$ cat src/rtl/n2r_pkg.sv
// Shared types and sizing helpers for the n2r weight-row packer.
// The optional tlast checker is enabled by defining N2R_TLAST_CHECK_EN.
package n2r_pkg;

  typedef enum logic [1:0] {
    ST_IDLE = 2'd0,
    ST_RUN  = 2'd1,
    ST_DONE = 2'd2
  } state_t;

  function automatic int beats_per_row(input int width, input int col, input int in_width);
    return (width * col) / in_width;
  endfunction

  // Counter width for a 0..n-1 counter, never narrower than one bit.
  function automatic int cnt_width(input int n);
    return (n < 2) ? 1 : $clog2(n);
  endfunction

endpackage

$ cat src/rtl/n2r_row_bank.sv
// One full-row register built from IN_WIDTH-bit slots; slot 0 lands in the row MSBs.
module n2r_row_bank
  import n2r_pkg::*;
#(
  parameter int WIDTH    = 16,
  parameter int COL      = 64,
  parameter int IN_WIDTH = 64,
  localparam int BEATS    = beats_per_row(WIDTH, COL, IN_WIDTH),
  localparam int SLOT_W   = cnt_width(BEATS),
  localparam int ROW_BITS = WIDTH * COL
) (
  input  logic                clk,
  input  logic                rst,
  input  logic                we,
  input  logic [SLOT_W-1:0]   slot,
  input  logic [IN_WIDTH-1:0] data,
  output logic [ROW_BITS-1:0] row
);

  logic [IN_WIDTH-1:0] slots [BEATS];

  always_ff @(posedge clk or posedge rst) begin
    if (rst) begin
      for (int i = 0; i < BEATS; i++) slots[i] <= '0;
    end else if (we) begin
      slots[slot] <= data;
    end
  end

  for (genvar g = 0; g < BEATS; g++) begin : g_slot
    assign row[ROW_BITS-1-g*IN_WIDTH -: IN_WIDTH] = slots[g];
  end

endmodule

$ cat src/rtl/n2r_packer_w.sv
// Packs a narrow row-major beat stream into full weight rows through two ping-pong banks.
// Define N2R_TLAST_CHECK_EN to build the sticky tlast-mismatch checker.
module n2r_packer_w
  import n2r_pkg::*;
#(
  parameter int WIDTH    = 16,
  parameter int COL      = 64,
  parameter int ROW      = 256,
  parameter int IN_WIDTH = 64,
  localparam int BEATS_PER_ROW = beats_per_row(WIDTH, COL, IN_WIDTH),
  localparam int ROW_BITS      = WIDTH * COL,
  localparam int BEAT_W        = cnt_width(BEATS_PER_ROW),
  localparam int IDX_W         = cnt_width(ROW)
) (
  input  logic                clk,
  input  logic                rst,
  input  logic                start,
  input  logic [IN_WIDTH-1:0] s_tdata,
  input  logic                s_tvalid,
  output logic                s_tready,
  input  logic                s_tlast,
  output logic [ROW_BITS-1:0] out_row,
  output logic                out_valid,
  input  logic                out_ready,
  output logic [IDX_W-1:0]    out_row_idx,
  output logic                matrix_done,
  output logic                err_tlast,
  output logic [1:0]          state_dbg
);

  // Handshake: a transfer happens on a rising clk edge where valid && ready;
  // valid never waits on ready, and data/idx hold steady while valid && !ready.

  state_t              state, state_nx;
  logic [1:0]          full, full_nx;
  logic                wr_bank, rd_bank;
  logic [BEAT_W-1:0]   beat_cnt;
  logic [IDX_W-1:0]    in_row_cnt, out_row_cnt;
  logic                in_done;
  logic                accept, row_last_beat, handoff, final_handoff, arm;
  logic [ROW_BITS-1:0] bank_row [2];

  assign s_tready      = (state == ST_RUN) && !full[wr_bank] && !in_done;
  assign accept        = s_tvalid && s_tready;
  assign row_last_beat = accept && (beat_cnt == BEAT_W'(BEATS_PER_ROW - 1));
  assign out_valid     = full[rd_bank];
  assign handoff       = out_valid && out_ready;
  assign final_handoff = handoff && (out_row_cnt == IDX_W'(ROW - 1));
  assign arm           = start && (state != ST_RUN);

  assign out_row     = rd_bank ? bank_row[1] : bank_row[0];
  assign out_row_idx = out_row_cnt;
  assign state_dbg   = state;

  always_ff @(posedge clk or posedge rst) begin
    if (rst) state <= ST_IDLE;
    else     state <= state_nx;
  end

  always_comb begin
    state_nx = state;
    case (state)
      ST_IDLE, ST_DONE: if (start) state_nx = ST_RUN;
      ST_RUN:           if (final_handoff) state_nx = ST_DONE;
      default:          state_nx = ST_IDLE;
    endcase
  end

  // Fill of one bank and drain of the other can land in the same cycle.
  always_comb begin
    full_nx = full;
    if (row_last_beat) full_nx[wr_bank] = 1'b1;
    if (handoff)       full_nx[rd_bank] = 1'b0;
  end

  always_ff @(posedge clk or posedge rst) begin
    if (rst) begin
      full        <= '0;
      wr_bank     <= 1'b0;
      rd_bank     <= 1'b0;
      beat_cnt    <= '0;
      in_row_cnt  <= '0;
      out_row_cnt <= '0;
      in_done     <= 1'b0;
      matrix_done <= 1'b0;
    end else if (arm) begin
      full        <= '0;
      wr_bank     <= 1'b0;
      rd_bank     <= 1'b0;
      beat_cnt    <= '0;
      in_row_cnt  <= '0;
      out_row_cnt <= '0;
      in_done     <= 1'b0;
      matrix_done <= 1'b0;
    end else begin
      full <= full_nx;
      if (accept) begin
        if (row_last_beat) begin
          beat_cnt   <= '0;
          wr_bank    <= ~wr_bank;
          in_row_cnt <= in_row_cnt + 1'b1;
          if (in_row_cnt == IDX_W'(ROW - 1)) in_done <= 1'b1;
        end else begin
          beat_cnt <= beat_cnt + 1'b1;
        end
      end
      if (handoff) begin
        rd_bank     <= ~rd_bank;
        out_row_cnt <= out_row_cnt + 1'b1;
      end
      if (final_handoff) matrix_done <= 1'b1;
    end
  end

  for (genvar b = 0; b < 2; b++) begin : g_bank
    n2r_row_bank #(
      .WIDTH    (WIDTH),
      .COL      (COL),
      .IN_WIDTH (IN_WIDTH)
    ) u_bank (
      .clk  (clk),
      .rst  (rst),
      .we   (accept && (wr_bank == 1'(b))),
      .slot (beat_cnt),
      .data (s_tdata),
      .row  (bank_row[b])
    );
  end

`ifdef N2R_TLAST_CHECK_EN
  logic exp_tlast;
  assign exp_tlast = (in_row_cnt == IDX_W'(ROW - 1)) &&
                     (beat_cnt == BEAT_W'(BEATS_PER_ROW - 1));

  always_ff @(posedge clk or posedge rst) begin
    if (rst)                                  err_tlast <= 1'b0;
    else if (arm)                             err_tlast <= 1'b0;
    else if (accept && (s_tlast != exp_tlast)) err_tlast <= 1'b1;
  end
`else
  logic unused_tlast;
  assign unused_tlast = s_tlast;
  assign err_tlast    = 1'b0;
`endif

endmodule

$ cat config.mk
export PLATFORM = sky130hd
export DESIGN_NAME = n2r_packer_w
export DESIGN_NICKNAME = d
export VERILOG_FILES = /design/src/rtl/n2r_pkg.sv /design/src/rtl/n2r_row_bank.sv /design/src/rtl/n2r_packer_w.sv
export SDC_FILE = /design/constraint.sdc
export NUM_CORES = 2
export LEC_CHECK = 0
export CORE_ASPECT_RATIO = 1.25
export CORE_UTILIZATION = 40
export CTS_CLUSTER_DIAMETER = 50
export DETAILED_ROUTE_END_ITERATION = 7
export PLACE_DENSITY_LB_ADDON = 0.12
export SLEW_MARGIN = 30
export SYNTH_ARGS = -nofsm -noshare
export SYNTH_HDL_FRONTEND = slang
export SYNTH_SLANG_ARGS = --single-unit
$ cat constraint.sdc
create_clock -name clk -period 59.8 [get_ports clk]
set_clock_uncertainty 0.2 [all_clocks]
set_input_delay 5.98 -clock clk [delete_from_list [all_inputs] [get_ports clk]]
set_output_delay 5.98 -clock clk [all_outputs]
set_load 0.005 [all_outputs]
# [Yosys cells after proc, flatten, opt, wreduce, memory -nomap -nowiden]
# Cells that the tools add are included.
[classes] add_sub_neg=3 magnitude_cmp=6 eq_ne=8 muxes=38 bitwise=6 n_reduce_logical=24
[op_table] operator="$bwmux W1024" count=2
[op_table] operator="$mux W1024" count=1
[op_table] operator="$demux W64 S4" count=1
[op_table] operator="$mux W64" count=1
[op_table] operator="$mux W8" count=5
[op_table] operator="$mux W1" count=17
[op_table] operator="$add A8 B1 Y8 const B" count=2
[op_table] operator="$eq A8 B8 Y1 const B" count=2
[op_table] operator="$logic_and A1 B1 Y1" count=12
[op_table] operator="$mux W4" count=3
[op_table] operator="$mux W2" count=5
[op_table] operator="$reduce_bool A2 Y1" count=5
[op_table] operator="$ge A5 B5 Y1 const B" count=1
[op_table] operator="$lt A5 B1 Y1 const B" count=1
[op_table] operator="$not A4 Y5" count=1
[op_table] operator="$add A4 B1 Y4 const B" count=1
[op_table] operator="$eq A4 B4 Y1 const B" count=1
[op_table] operator="$lt A1 B2 Y1 const B" count=2
[op_table] operator="$ne A2 B2 Y1 const B" count=2
[op_table] operator="$pmux W2 S2" count=1
[op_table] operator="$reduce_and A2 Y1" count=2
[op_table] operator="$reduce_and A3 Y1" count=1
[op_table] operator="$and A2 B2 Y2" count=1
[op_table] operator="$demux W1 S1" count=2
[op_table] operator="other kinds (10)" count=13
[totals] reg_bits=2076 in_bits=70 output_inout_bits=1038

# [Logic depth before layout (Yosys ltp)]
[logic_depth] depth_word=11 mapped_depth=7 depth_no_buf=5

# [Modules after synthesis]
# Synthesis repeated with hierarchy kept, for this count alone.
[unflattened] hier_cells=5762 hier_area_um2=90257.8
[modules_own_cells] mod="n2r_row_bank" instances=2 cells_each=2239 area_per_inst_um2=38363.0 seq_area_each_um2=25624.6
[modules_own_cells] mod="n2r_packer_w" instances=1 cells_each=1284 area_per_inst_um2=13531.7 seq_area_each_um2=700.7

# [Least setup slack after synthesis]
# OpenSTA, ideal clock, no wires.
[synth_path] kind="reg-to-output" startpoint="reg rd_bank" endpoint="out out_row[895]" arrival_time_ns=1.862 required_ns=53.620 path_slack_ns=51.758 path_stages_with_launch=6 path_buffers=4 path_cell_list="dfrtp_1 clkbuf_1 clkbuf_1 clkbuf_1 clkbuf_1 mux2_2"
[synth_between] elab_chain_len=1
[synth_lines] item="start, declared" line="n2r_packer_w.sv:36" rtl="logic wr_bank, rd_bank;"
[synth_lines] item="start signal, assigned" line="n2r_packer_w.sv:108" rtl="rd_bank <= ~rd_bank;"
[synth_lines] item="$mux W1024" line="n2r_packer_w.sv:51" rtl="assign out_row = rd_bank ? bank_row[1] : bank_row[0];"
[synth_lines] item="end, declared" line="n2r_packer_w.sv:22" rtl="output logic [ROW_BITS-1:0] out_row,"
# No other way between the ends.

# [Worst setup path in the final report]
[layout_path] startpoint="reg rd_bank" endpoint="out out_row[218]"
# Same word-level chain as after synthesis.

==> flow_summary_export.csv <==
group,metric,value,unit
run_status,outcome,"finished, final reports clean",
synthesis,syn_inst,5827,
sta,maxSlewHeadroom,32.3,%
routing,drtIter0Drc,2247,
synthesis,synth_cell_types,43,
synthesis,syn-num-nets,5903,
min_path,hold_path.class,"reg2reg",
synthesis,yosys.area.top_type,"dfrtp_1",
global_route,grt-ovfl-total,0,
final_layout,syn2layout_area_growth,23.3,%
synthesis,ys_ff_latch,2076,
routing,vias,52493,
sta,post-route-period-util,20.7,%
critical_path,cp_slowest_cell,"dfrtp_4",
critical_path,crit_chain,"buf_4, buf_4, buf_4, buf_4, mux2_2, clkdlybuf4s50_1",
clocking,clk_latency,890,ps
sta,rsz0062_at_grt,"false",
critical_path,cpMostUsedCell,"buf_4",
routing,ant_nets,0,
critical_path,crit_type,"reg2out",
power,p_per_area,54.0,nW/um^2
flow_run,cap_violations,0,
sta,finalSetupViolations,0,
placement,gp_congestion,0.792,
clocking,cts_sinks,2076,
die,core,224000,sq um
routing,drcViolationCount,0,
routing,firstDrtPassIters,5,
critical_path,cp-start-kind,"flip-flop",
min_path,min_path_cells,1,
critical_path,worstPathArrival,6200,ps
die,die_w,427,microns
routing,wirelength,282,mm
critical_path,crit_path_max_fanout,65,
sta,worst_slew_pin_slew,1020,ps
routing,via_per_inst,5.29,
power,pwr-share-clk,24.3,%
clocking,postCtsHoldBufs,0,
final_layout,drive_gt1_share,52.1,%
clocking,cts_buffers,234,
clocking,path_clk_slew,60,ps
placement,dp_hpwl,183,mm
critical_path,cpPeakStageDelay,1040,ps
synthesis,yosys.area.top_type_share,57.5,%
sta,timing.setup.tns,0,ps
synthesis,ys_async_sr_fraction,100,%
final_layout,nets,6852,
sta,drv_slew,0,
final_layout,fin_cells,9917,
power,netSwitchingFraction,30.0,%
power,ir_worst_vdd,0.0303,mV
power,p_int,4210,uW
clocking,cts_resized,0,
die,io-pin-count,1108,
global_route,grt_pass1_wl,406,mm
critical_path,rr_worst_depth,7,
power,p_seq_share,36.0,%
power,p_sw,1810,uW
global_route,grt_max_degree,149,
routing,wl_per_cell,28.5,microns
critical_path,endpoint_kind,"primary output",
die,fp-row-count,194,
clocking,cts_tree,"built",
sta,fmax,80.8,MHz
synthesis,synth-edff-count,0,
die,die-area,228000,sq um
critical_path,required,53620,ps
die,start_util,40.3,%
global_route,grt_pass1_vias,56220,
sta,final_period_minus_worst_setup_slack,12380,ps
synthesis,yosysSeqAreaShare,57.5,%
power,leakage,0.0531,uW
sta,hold_viol,0,
synthesis,synth-main-ff-cell,"dfrtp_1",
placement,dp_cells,9477,
die,die_h,533,microns
global_route,antenna_found_initial,21,
clocking,htree_num_levels,4,
power,p_comb_share,39.7,%
clocking,root_buffer,"clkbuf_16",
global_route,track_usage,24.5,%
synthesis,syn_area,90300,sq um
clocking,post-cts-setup-buffers,0,
placement,io_buffers,1105,
synthesis,yosysWarningCount,0,
synthesis,synth_area_leaders,"dfrtp_1 58%, mux2_2 38%, clkbuf_1 1.5%",
clocking,clock_path_buffers,4,
synthesis,avgSynthCellArea,15.5,sq um
[critical path, delay by kind of cell (launching register included)]
| kind | cells | cell delay, ps |
|---|---|---|
| flops | 1 | 1040 |
| mux | 1 | 410 |
| buf+inv | 5 | 3650 |
[placed cells by master, fill, tap and decap left out, types with 17 or more instances in the layout]
cell             count
mux2_2            3073
dfrtp_1           2075
clkdlybuf4s50_1   1079
clkbuf_16          236
buf_4              103
clkbuf_8            69
clkbuf_1            58
nand2_4             32
buf_2               26
nand2_1             22
clkinv_2            21
buf_6               17
[final cells by class]
class,instances,area [sq um]
diodes,16,40.0
clock buffers,363,7070
clock inverters,58,802
fillers,19431,112000
inverters,5,22.5
multi-input cells,3229,35800
flip-flops and latches,2076,52000
well taps,2940,3680
repair buffers,1230,12000
[synth_stat cells, types with 2 or more instances]
master	n
nand2_1	30
nor3_1	2
nand4_1	5
xor2_1	6
xnor2_1	4
o21ai_0	2
inv_1	5
mux2i_1	4
nor4b_1	2
buf_2	51
buf_1	2
buf_6	97
dfrtp_1	2076
and2_1	7
clkbuf_1	366
ha_1	6
mux2_2	3073
nor2_1	13
or3_1	3
and3_1	7
nand2b_1	2
a21oi_1	8
nor4_4	2
nand3_1	12
nand2_2	24
[power groups by stage]
stage	clock network [uW]	logic, uW	registers [uW]
floorplan	0	1220	2150
global placement	0	2370	2150
detailed placement	0	2400	2190
CTS	1500	2410	2170
global route	1560	2520	2240
finish	1460	2390	2170
[final timing paths]
check / start / endpoint / slack, ps
setup / recovery: rd_bank$_DFFE_PP0P_ / out_row[218] / 47420
hold / removal: g_bank[0].u_bank.row[81]$_DFFE_PP0P_ / g_bank[0].u_bank.row[81]$_DFFE_PP0P_ / 300
setup reg to reg: state_dbg[1]$_DFFE_PP0P_ / g_bank[0].u_bank.row[1003]$_DFFE_PP0P_ / 56120
hold reg to reg: g_bank[0].u_bank.row[81]$_DFFE_PP0P_ / g_bank[0].u_bank.row[81]$_DFFE_PP0P_ / 300
max in group asynchronous: rst / g_bank[1].u_bank.row[359]$_DFFE_PP0P_ / 48370
min in group asynchronous: rst / g_bank[1].u_bank.row[965]$_DFFE_PP0P_ / 5250
[flip-flops by register name, summed over array words and instances, names as in the netlist]
register	flops
rd_bank	1
matrix_done	1
state_dbg	2
g_bank.u_bank.row	2048
full	2
in_done	1
out_row_idx	8
in_row_cnt	8
wr_bank	1
beat_cnt	4
[metal layers]
metal	global-route usage (%)	wire length [microns]	up-vias
met4	10.4	13100	0
li1	-	-	22727
met3	8.00	23300	395
met5	0	0	-
met1	30.6	115000	28069
met2	38.9	131000	1302
[kinds of logic after synthesis]
family / synth area share [%]
AOI/OAI and AO/OA: 0.126
and+or+nand+nor: 0.716
DFF: 57.5
muxes: 38.4
adders and majority gates: 0.0831
other: 0.00415
xor gates and xnor gates: 0.0970
buffers and inverters: 3.05
[metrics by stage]
stage / util [%] / area, sq um / power, uW / hold WS (ps) / worst slack, ps
after floorplan: - / 90300 / 3360 / 260 / 24790
after global placement: 46.2 / 103000 / 4530 / 281 / 47150
after detailed placement: 46.2 / 103000 / 4590 / 287 / 46940
after CTS: 49.7 / 111000 / 6080 / 300 / 47300
after global routing: 49.7 / 111000 / 6320 / 306 / 47170
final: 49.8 / 111000 / 6020 / 296 / 47420
No activity file was read; power rests on OpenSTA's default activity.
